## src/rtl/inst_cache.sv

```systemverilog
// Direct-mapped, read-only instruction cache with combinational hit path,
// compressed/straddling instruction support and byte-serial line refill.
module inst_cache #(
  parameter int INDEX_BITS  = 4,
  parameter int OFFSET_BITS = 4
) (
  input  logic        clk_in,
  input  logic        rst_in,
  input  logic        rdy_in,
  input  logic [31:0] fetch_addr,
  output logic [31:0] inst,
  output logic        inst_length,
  output logic        inst_available,
  input  logic        flush,
  output logic        mem_req,
  output logic [31:0] mem_addr,
  input  logic        mem_rvalid,
  input  logic [7:0]  mem_rdata
);
  localparam int TAG_BITS   = 32 - INDEX_BITS - OFFSET_BITS;
  localparam int LINES      = 1 << INDEX_BITS;
  localparam int LINE_BYTES = 1 << OFFSET_BITS;

  typedef enum logic {IDLE, REFILL} state_t;

  logic [7:0]            data_q [LINES*LINE_BYTES];
  logic [TAG_BITS-1:0]   tag_q  [LINES];
  logic [LINES-1:0]      valid_q, valid_d;
  state_t                state_q, state_d;
  logic [OFFSET_BITS-1:0] cnt_q, cnt_d;
  logic [31:0]           mem_addr_q, mem_addr_d;
  logic                  discard_q, discard_d;

  logic [31:0]           a_lo, a_hi;
  logic [INDEX_BITS-1:0] idx_lo, idx_hi, refill_idx;
  logic [OFFSET_BITS-2:0] hw_lo, hw_hi;
  logic [TAG_BITS-1:0]   tag_lo, tag_hi, refill_tag;
  logic [15:0]           lo, hi;
  logic                  hit_lo, hit_hi, is32, wr_en, last_byte;
  logic                  unused_bits;

  // hi halfword is looked up independently so a line-crossing fetch uses the next line
  assign a_lo   = {fetch_addr[31:1], 1'b0};
  assign a_hi   = a_lo + 32'd2;
  assign idx_lo = a_lo[OFFSET_BITS +: INDEX_BITS];
  assign idx_hi = a_hi[OFFSET_BITS +: INDEX_BITS];
  assign hw_lo  = a_lo[OFFSET_BITS-1:1];
  assign hw_hi  = a_hi[OFFSET_BITS-1:1];
  assign tag_lo = a_lo[31 -: TAG_BITS];
  assign tag_hi = a_hi[31 -: TAG_BITS];
  assign unused_bits = ^{fetch_addr[0], a_lo[0], a_hi[0]};

  assign lo     = {data_q[{idx_lo, hw_lo, 1'b1}], data_q[{idx_lo, hw_lo, 1'b0}]};
  assign hi     = {data_q[{idx_hi, hw_hi, 1'b1}], data_q[{idx_hi, hw_hi, 1'b0}]};
  assign hit_lo = valid_q[idx_lo] && (tag_q[idx_lo] == tag_lo);
  assign hit_hi = valid_q[idx_hi] && (tag_q[idx_hi] == tag_hi);
  assign is32   = (lo[1:0] == 2'b11);

  assign inst           = is32 ? {hi, lo} : {16'h0000, lo};
  assign inst_length    = is32;
  assign inst_available = (state_q == IDLE) && hit_lo && (!is32 || hit_hi) && !flush;
  assign mem_req        = (state_q == REFILL);
  assign mem_addr       = mem_addr_q;

  assign refill_idx = mem_addr_q[OFFSET_BITS +: INDEX_BITS];
  assign refill_tag = mem_addr_q[31 -: TAG_BITS];
  assign last_byte  = &cnt_q;
  assign wr_en      = (state_q == REFILL) && rdy_in && mem_rvalid;

  always_comb begin
    state_d    = state_q;
    cnt_d      = cnt_q;
    mem_addr_d = mem_addr_q;
    discard_d  = discard_q;
    valid_d    = valid_q;
    if (rdy_in) begin
      unique case (state_q)
        IDLE: begin
          if (flush) begin
            valid_d = '0;
          end else if (!hit_lo) begin
            mem_addr_d      = {a_lo[31:OFFSET_BITS], {OFFSET_BITS{1'b0}}};
            valid_d[idx_lo] = 1'b0;
            cnt_d           = '0;
            state_d         = REFILL;
          end else if (is32 && !hit_hi) begin
            mem_addr_d      = {a_hi[31:OFFSET_BITS], {OFFSET_BITS{1'b0}}};
            valid_d[idx_hi] = 1'b0;
            cnt_d           = '0;
            state_d         = REFILL;
          end
        end
        REFILL: begin
          // a flush mid-refill must also keep the in-flight line from going valid
          if (flush) begin
            valid_d   = '0;
            discard_d = 1'b1;
          end
          if (mem_rvalid) begin
            cnt_d = cnt_q + 1'b1;
            if (last_byte) begin
              state_d   = IDLE;
              discard_d = 1'b0;
              if (!discard_q && !flush) valid_d[refill_idx] = 1'b1;
            end
          end
        end
        default: state_d = IDLE;
      endcase
    end
  end

  always_ff @(posedge clk_in or negedge rst_in) begin
    if (!rst_in) begin
      state_q    <= IDLE;
      cnt_q      <= '0;
      mem_addr_q <= '0;
      discard_q  <= 1'b0;
      valid_q    <= '0;
    end else begin
      state_q    <= state_d;
      cnt_q      <= cnt_d;
      mem_addr_q <= mem_addr_d;
      discard_q  <= discard_d;
      valid_q    <= valid_d;
    end
  end

  always_ff @(posedge clk_in) begin
    if (wr_en) begin
      data_q[{refill_idx, cnt_q}] <= mem_rdata;
      if (last_byte) tag_q[refill_idx] <= refill_tag;
    end
  end
endmodule

```

## config.mk

```make
export PLATFORM = sky130hd
export DESIGN_NAME = inst_cache
export DESIGN_NICKNAME = d
export VERILOG_FILES = /design/src/rtl/inst_cache.sv
export SDC_FILE = /design/constraint.sdc
export NUM_CORES = 2
export LEC_CHECK = 0
export BUFFER_PORTS_ARGS = -buffer_cell sky130_fd_sc_hd__buf_2
export CORE_MARGIN = 2
export CORE_UTILIZATION = 55
export CTS_CLUSTER_SIZE = 16
export DETAILED_ROUTE_END_ITERATION = 8
export GPL_TIMING_DRIVEN = 0
export PLACE_DENSITY_LB_ADDON = 0.05
export SLEW_MARGIN = 30
export SYNTH_ARGS = -nofsm -noshare
export SYNTH_HDL_FRONTEND = slang
export SYNTH_SLANG_ARGS = --single-unit
```

## constraint.sdc

```tcl
create_clock -name clk_in -period 5.4 [get_ports clk_in]
set_clock_uncertainty 0.1 [all_clocks]
set_input_delay 0 -clock clk_in [delete_from_list [all_inputs] [get_ports clk_in]]
set_output_delay 0 -clock clk_in [all_outputs]
set_load 0.005 [all_outputs]
```

# After elaboration in Yosys (flattened, before gate mapping)
# Memories as Yosys holds them, arrays and structs flattened.
# Index checks and enable logic that the tools add are counted.
# word_totals
mem_bits_rw	2432
wordCells	94
out_inout_bits	67
memories	2
register_bits	54
inputBits	45
# classes
bitwise	7
addsub	2
reduce_logical	22
order_cmp	6
n_eq_ne	8
n_mux	42
# mem_list
memory	words	width	rd	rd_ports_with_merged_regs	wr	line	source
data_q	256	8	4	0	1	26	logic [7:0] data_q [LINES*LINE_BYTES];
tag_q	16	24	2	0	1	27	logic [TAG_BITS-1:0] tag_q [LINES];
# op_table
operator	n
$mux 16	9
$mux 32	3
$eq 24x24->1	2
$add 32x2->32 const B	1
$and 16x16->16	2
$not 16->16	2
$pmux 16 s2	1
$mux 1	18
$mux 4	4
$or 16x16->16	1
$lt 4x5->1 const B	3
$demux 1 s4	3
$ge 4x1->1 const B	3
$logic_and 1x1->1	12
$reduce_and 4->1	3
$bmux 1 s4	2
$pmux 4 s2	1
$add 4x1->4 const B	1
$logic_not 1->1	4
$ne 2x2->1 const B	2
$ne 4x3->1 const B	1
$reduce_and 2->1	2
$ne 3x2->1 const B	1
$eq 2x2->1 const B	1
4 further kinds	5

# Depth between registers and ports, before layout
# depth
ltp_word	11
ltp_mapped	19
mapped_depth_nobuf	12

# Worst setup path after synthesis
# Ideal clock, no wire load.
# synth_path
path_type	input to register
from	input fetch_addr[1]
to	register mem_addr_q[10] (netlist: mem_addr[10])
required_ns	5.175
cell_stages	16
t_arrival_ns	3.446
n_path_buf	4
path_slack_ns	1.729
setup_time_ns	0.125
cell_sequence	ha_1 > nand3_4 > xnor2_1 > buf_2 > buf_4 > buf_2 > mux4_2 > a22oi_1 > nand2_1 > xnor2_1 > mux2_2 > mux2i_1 > nor2_1 > a21oi_2 > buf_6 > mux2_4
# synth_between
elab_chain_cells	8
elab_cells_between_ends	14
cone_classes	add/sub: 1; eq/ne: 3; mux: 4; reduce/logical: 4; memory: 2
# synth_rtl
element	line	source
start, declared	10	input logic [31:0] fetch_addr,
$add 32x2->32	44	assign a_hi = a_lo + 32'd2;
$mem_v2 16x24 / $bmux 1 s4 (equally long branches)	n/a	
$eq 24x24->1 / $mux 1 (equally long branches)	56	assign hit_hi = valid_q[idx_hi] && (tag_q[idx_hi] == tag_hi);
$logic_and 1x1->1	56	
$logic_not 1->1	86	end else if (is32 && !hit_hi) begin
$logic_and 1x1->1	86	
$ne 2x1->1 (no source line)	n/a	
$reduce_and 4->1 (no source line)	n/a	
end signal, assigned	123	mem_addr_q <= mem_addr_d;
end, declared	31	logic [31:0] mem_addr_q, mem_addr_d;
# Several ways; a longest one is shown, not always the timed one. The select of a mux whose other input is x is not followed.
# A chain may end at the register's enable or synchronous reset.

# Worst setup path after layout
# layout_path
from	input fetch_addr[2]
to	output inst[3]
# layout_between
elab_chain_cells	2
# layout_rtl
element	line	source
$mem_v2 256x8	n/a	
$mux 32	59	assign inst = is32 ? {hi, lo} : {16'h0000, lo};
end, declared	11	output logic [31:0] inst,
# Every way passes these cells.

==> results summary <==
CTS placed an instance of clkbuf_16 at the clock tree root. After synthesis, the netlist uses 85 different library cells. The leakage dissipation is 44.1 nW. The global-route wire length before repair came out at approximately 650000 µm. The share of synthesized area in the top cell type comes to 0.617.

The run finished, with violations left. The wire length on met3 is roughly 74000 µm. The min-delay analysis places its worst path in the category in2reg. The max-slew violation total from the final report is 0.

The initial antenna violation count is 33. The longest individual stage delay on the worst path is 0.87 ns. The maximum resistive drop on vdd is ~0.36 mV. The detailed-route vias per instance came out at 7.81. Setup slack on the critical path of the routed design comes to -0.348 ns. Detailed routing placed a total of 212000 µm of wire on met2. STA classifies the critical path endpoint as a primary output.

The overall track demand over capacity in global routing is 0.452. In the final routed layout, each cell accounts on average for 49.8 µm. The via count of the first global-routing pass is 73976.

The clock-pin slew on the worst setup and hold paths came out at 0.05 ns. The slowest stage cell on the critical path is o311ai_1. The floorplan die area is 0.219 mm². Yosys mapped a number of flops with a built-in enable equal to 2432.

The number of buffers inserted during clock tree synthesis is 286. The vertical extent of the die came out at 468 µm. The setup violation total in the final timing report came out at 21. The ratio of final minimum period to clock period is 1.06. The top cell types in the final layout, fill and taps aside, are edfxtp_1 (2432), mux4_2 (1323), nand2_1 (316), clkbuf_16 (293), mux2i_1 (276). The area growth from synthesis to final layout came out at 15.5%. The number of max-capacitance violations reported came out at 0. The checks that failed: DRC, hold timing, setup timing.

The post-route core utilization came out at 0.638. Setup repair after global routing left no endpoint under its margin. The effective utilization at floorplan came out at 0.553. The final wirelength is 492000 µm. The antenna violation net count after detailed routing is 0. After global routing the overflow that remains totals 0. The core region area is 0.214 mm².

The count of port buffers added during placement came out at a little under 90. The clock sink count came out at 2482. The worst pin sits at a relative slew slack of 0.150. The synthesized netlist occupies a cell area of between 0.1 and 0.15 mm². The I/O pin total came out at 112. The mean area per synthesized cell is 18.9 µm². The detailed router used layers up to and including met5. The portion of the post-synthesis area used by sequential elements is 0.627. Data on the critical path arrives at its endpoint at 5.65 ns.

The worst hold slack after final layout is -0.0274 ns. The last weighted congestion value of the routability-driven placer came out at 1.03. Walking the worst path, the cells encountered are buf_2, buf_4, clkdlybuf4s15_1, clkbuf_1, clkbuf_1, clkbuf_2, buf_16, mux4_2, mux2i_1, o22ai_1, o311ai_1, o31ai_1, buf_2.

The critical path is of the in2out type. The slew at the pin closest to its max-slew limit is 1.26 ns. The register bit total from synthesis came out at 2482. The clock tree synthesis step divided the H-tree into 5 levels. The instance count of the mapped netlist is 6255. The critical path launch point type is an input pin. The half-perimeter wire length of the detailed placement result came out at 359000 µm. The layout net count came out at 6895.

The number of search-and-repair iterations in the first detailed-routing pass is 9. The fraction of layout cells with a size suffix above 1 came out at 0.362. The detailed router finished its first iteration with 14005 violations. TritonCTS built the clock tree.

Along the worst path, the maximum fanout reaches 10. The wire length on met1 is 163000 µm. The clock latency on the worst-skew pair came out at 1.01 ns. The endpoint required time on the critical path is 5.30 ns. The die span in x came out at 468 µm. For this run, design rule violations remaining after detail routing come to 2. edfxtp_1 takes more of the synthesized area than any other cell.

The via count is 77225. The buffer depth of the longest clock path came out at 4. Static timing analysis puts the maximum clock frequency at 174 MHz. Ranked by total cell area, the synthesized netlist is headed by edfxtp_1 (62%), mux4_2 (25%), mux2i_1 (2.3%).

The number of failing hold endpoints at the final stage came out at 9. The number of rows created at floorplan is 170. The count of warnings emitted by yosys is 0. The most frequently used flop master after synthesis is edfxtp_1. Timing analysis after detailed placement gives a worst setup slack of -1.76 ns. Leaving out fill and tap cells, the most frequent cell in the layout is edfxtp_1. The largest net degree at the start of global routing is 109. The post-layout minimum cycle time is between 5 and 6 ns. The proportion of synthesized flip-flops having asynchronous set or reset is 0.0201.

The power density of the placed cells is 355 mW/mm².
## worst max-delay path: cells and delay by family
family | cells | cell delay [ns]
buffers and inverters | 8 | 3.32
multiplexers | 2 | 0.79
AO/OA/AOI/OAI | 3 | 1.49
## flip-flops by register name, summed over array words and instances, names as in the netlist
register / flops
tag_q: 384
mem_req: 1
discard_q: 1
cnt_q: 4
data_q: 2048
valid_q: 16
mem_addr: 28
## final timing paths
kind | start | cells past startpoint | slack (ns) | to
hold / removal | mem_rdata[7] | 2 | -0.03 | data_q[216][7]$_DFFE_PP_
max in group asynchronous | rst_in | 6 | 4.22 | valid_q[12]$_DFFE_PN0P_
hold reg to reg | valid_q[10]$_DFFE_PN0P_ | 2 | 0.45 | valid_q[10]$_DFFE_PN0P_
setup reg to reg | tag_q[7][22]$_DFFE_PP_ | 13 | 0.05 | mem_addr[28]$_DFFE_PN0P_
min in group asynchronous | rst_in | 5 | 0.52 | mem_addr[24]$_DFFE_PN0P_
setup / recovery | fetch_addr[2] | 13 | -0.35 | inst[3]
## cell usage after synthesis (46+ instances only)
cell type,instances
nand3_1,190
buf_2,57
nor2_1,322
nand2_1,317
dfrtp_1,50
o22ai_1,131
nand2b_1,46
a21oi_1,103
mux2i_1,276
xnor2_1,77
mux4_2,1323
edfxtp_1,2432
nor3_1,59
buf_1,95
clkbuf_1,328
## cell families after synthesis
logic type / Yosys count / share of synthesized area
flip-flops: 2482 / 0.627
multiplexers: 1649 / 0.281
AND/OR/NAND/NOR: 1048 / 0.0402
buffers and inverters: 546 / 0.0197
AO/OA/AOI/OAI: 430 / 0.0244
XOR/XNOR: 94 / 0.00714
adder cells (fa/ha/maj): 5 / 0.000528
other: 1 / 0.0000317
## cell type report
| type | count | area, µm² |
|---|---|---|
| Inverter | 27 | 101 |
| Tap cell | 2838 | 3550 |
| Timing Repair Buffer | 301 | 4830 |
| Multi-Input combinational cell | 3230 | 42400 |
| Buffer | 517 | 2630 |
| Fill cell | 14794 | 77500 |
| Clock inverter | 135 | 1380 |
| Sequential cell | 2482 | 74300 |
| Clock buffer | 340 | 7520 |
| Antenna cell | 18 | 45.0 |
## where the power goes
group          switching [W]  leakage, nW  internal (W)
logic                0.00453         17.3       0.00244
registers           0.000583         22.5        0.0218
clock network        0.00798         4.32        0.0112
total                 0.0131         44.1        0.0354
## stage by stage
stage | power, W | cell area [µm²] | cells | setup TNS, ns
after detailed placement | 0.0293 | 127000 | 9325 | -90.32
final | 0.0485 | 137000 | 9888 | -2.23
after global routing | 0.0491 | 137000 | 9875 | 0
after global placement | 0.0289 | 122000 | 9185 | -289.55
after floorplan | 0.0257 | 118000 | 6258 | 0
after CTS | 0.0480 | 136000 | 9869 | 0
## repair_timing
item / in CTS / in global routing
endpoints found under the hold margin: 1863 / 0
endpoints found under the setup margin: 76 / 21
setup buffers: 0 / 0
gates resized for setup: 24 / 21
hold buffers: 71 / 0
## layer usage
layer | vias up | GRT usage
met2 | 7269 | 0.641
met1 | 40454 | 0.569
met4 | 24 | 0.313
met3 | 1705 | 0.183
li1 | 27773 | -
met5 | - | 0.00593
Power figures use the tool's default switching activity.
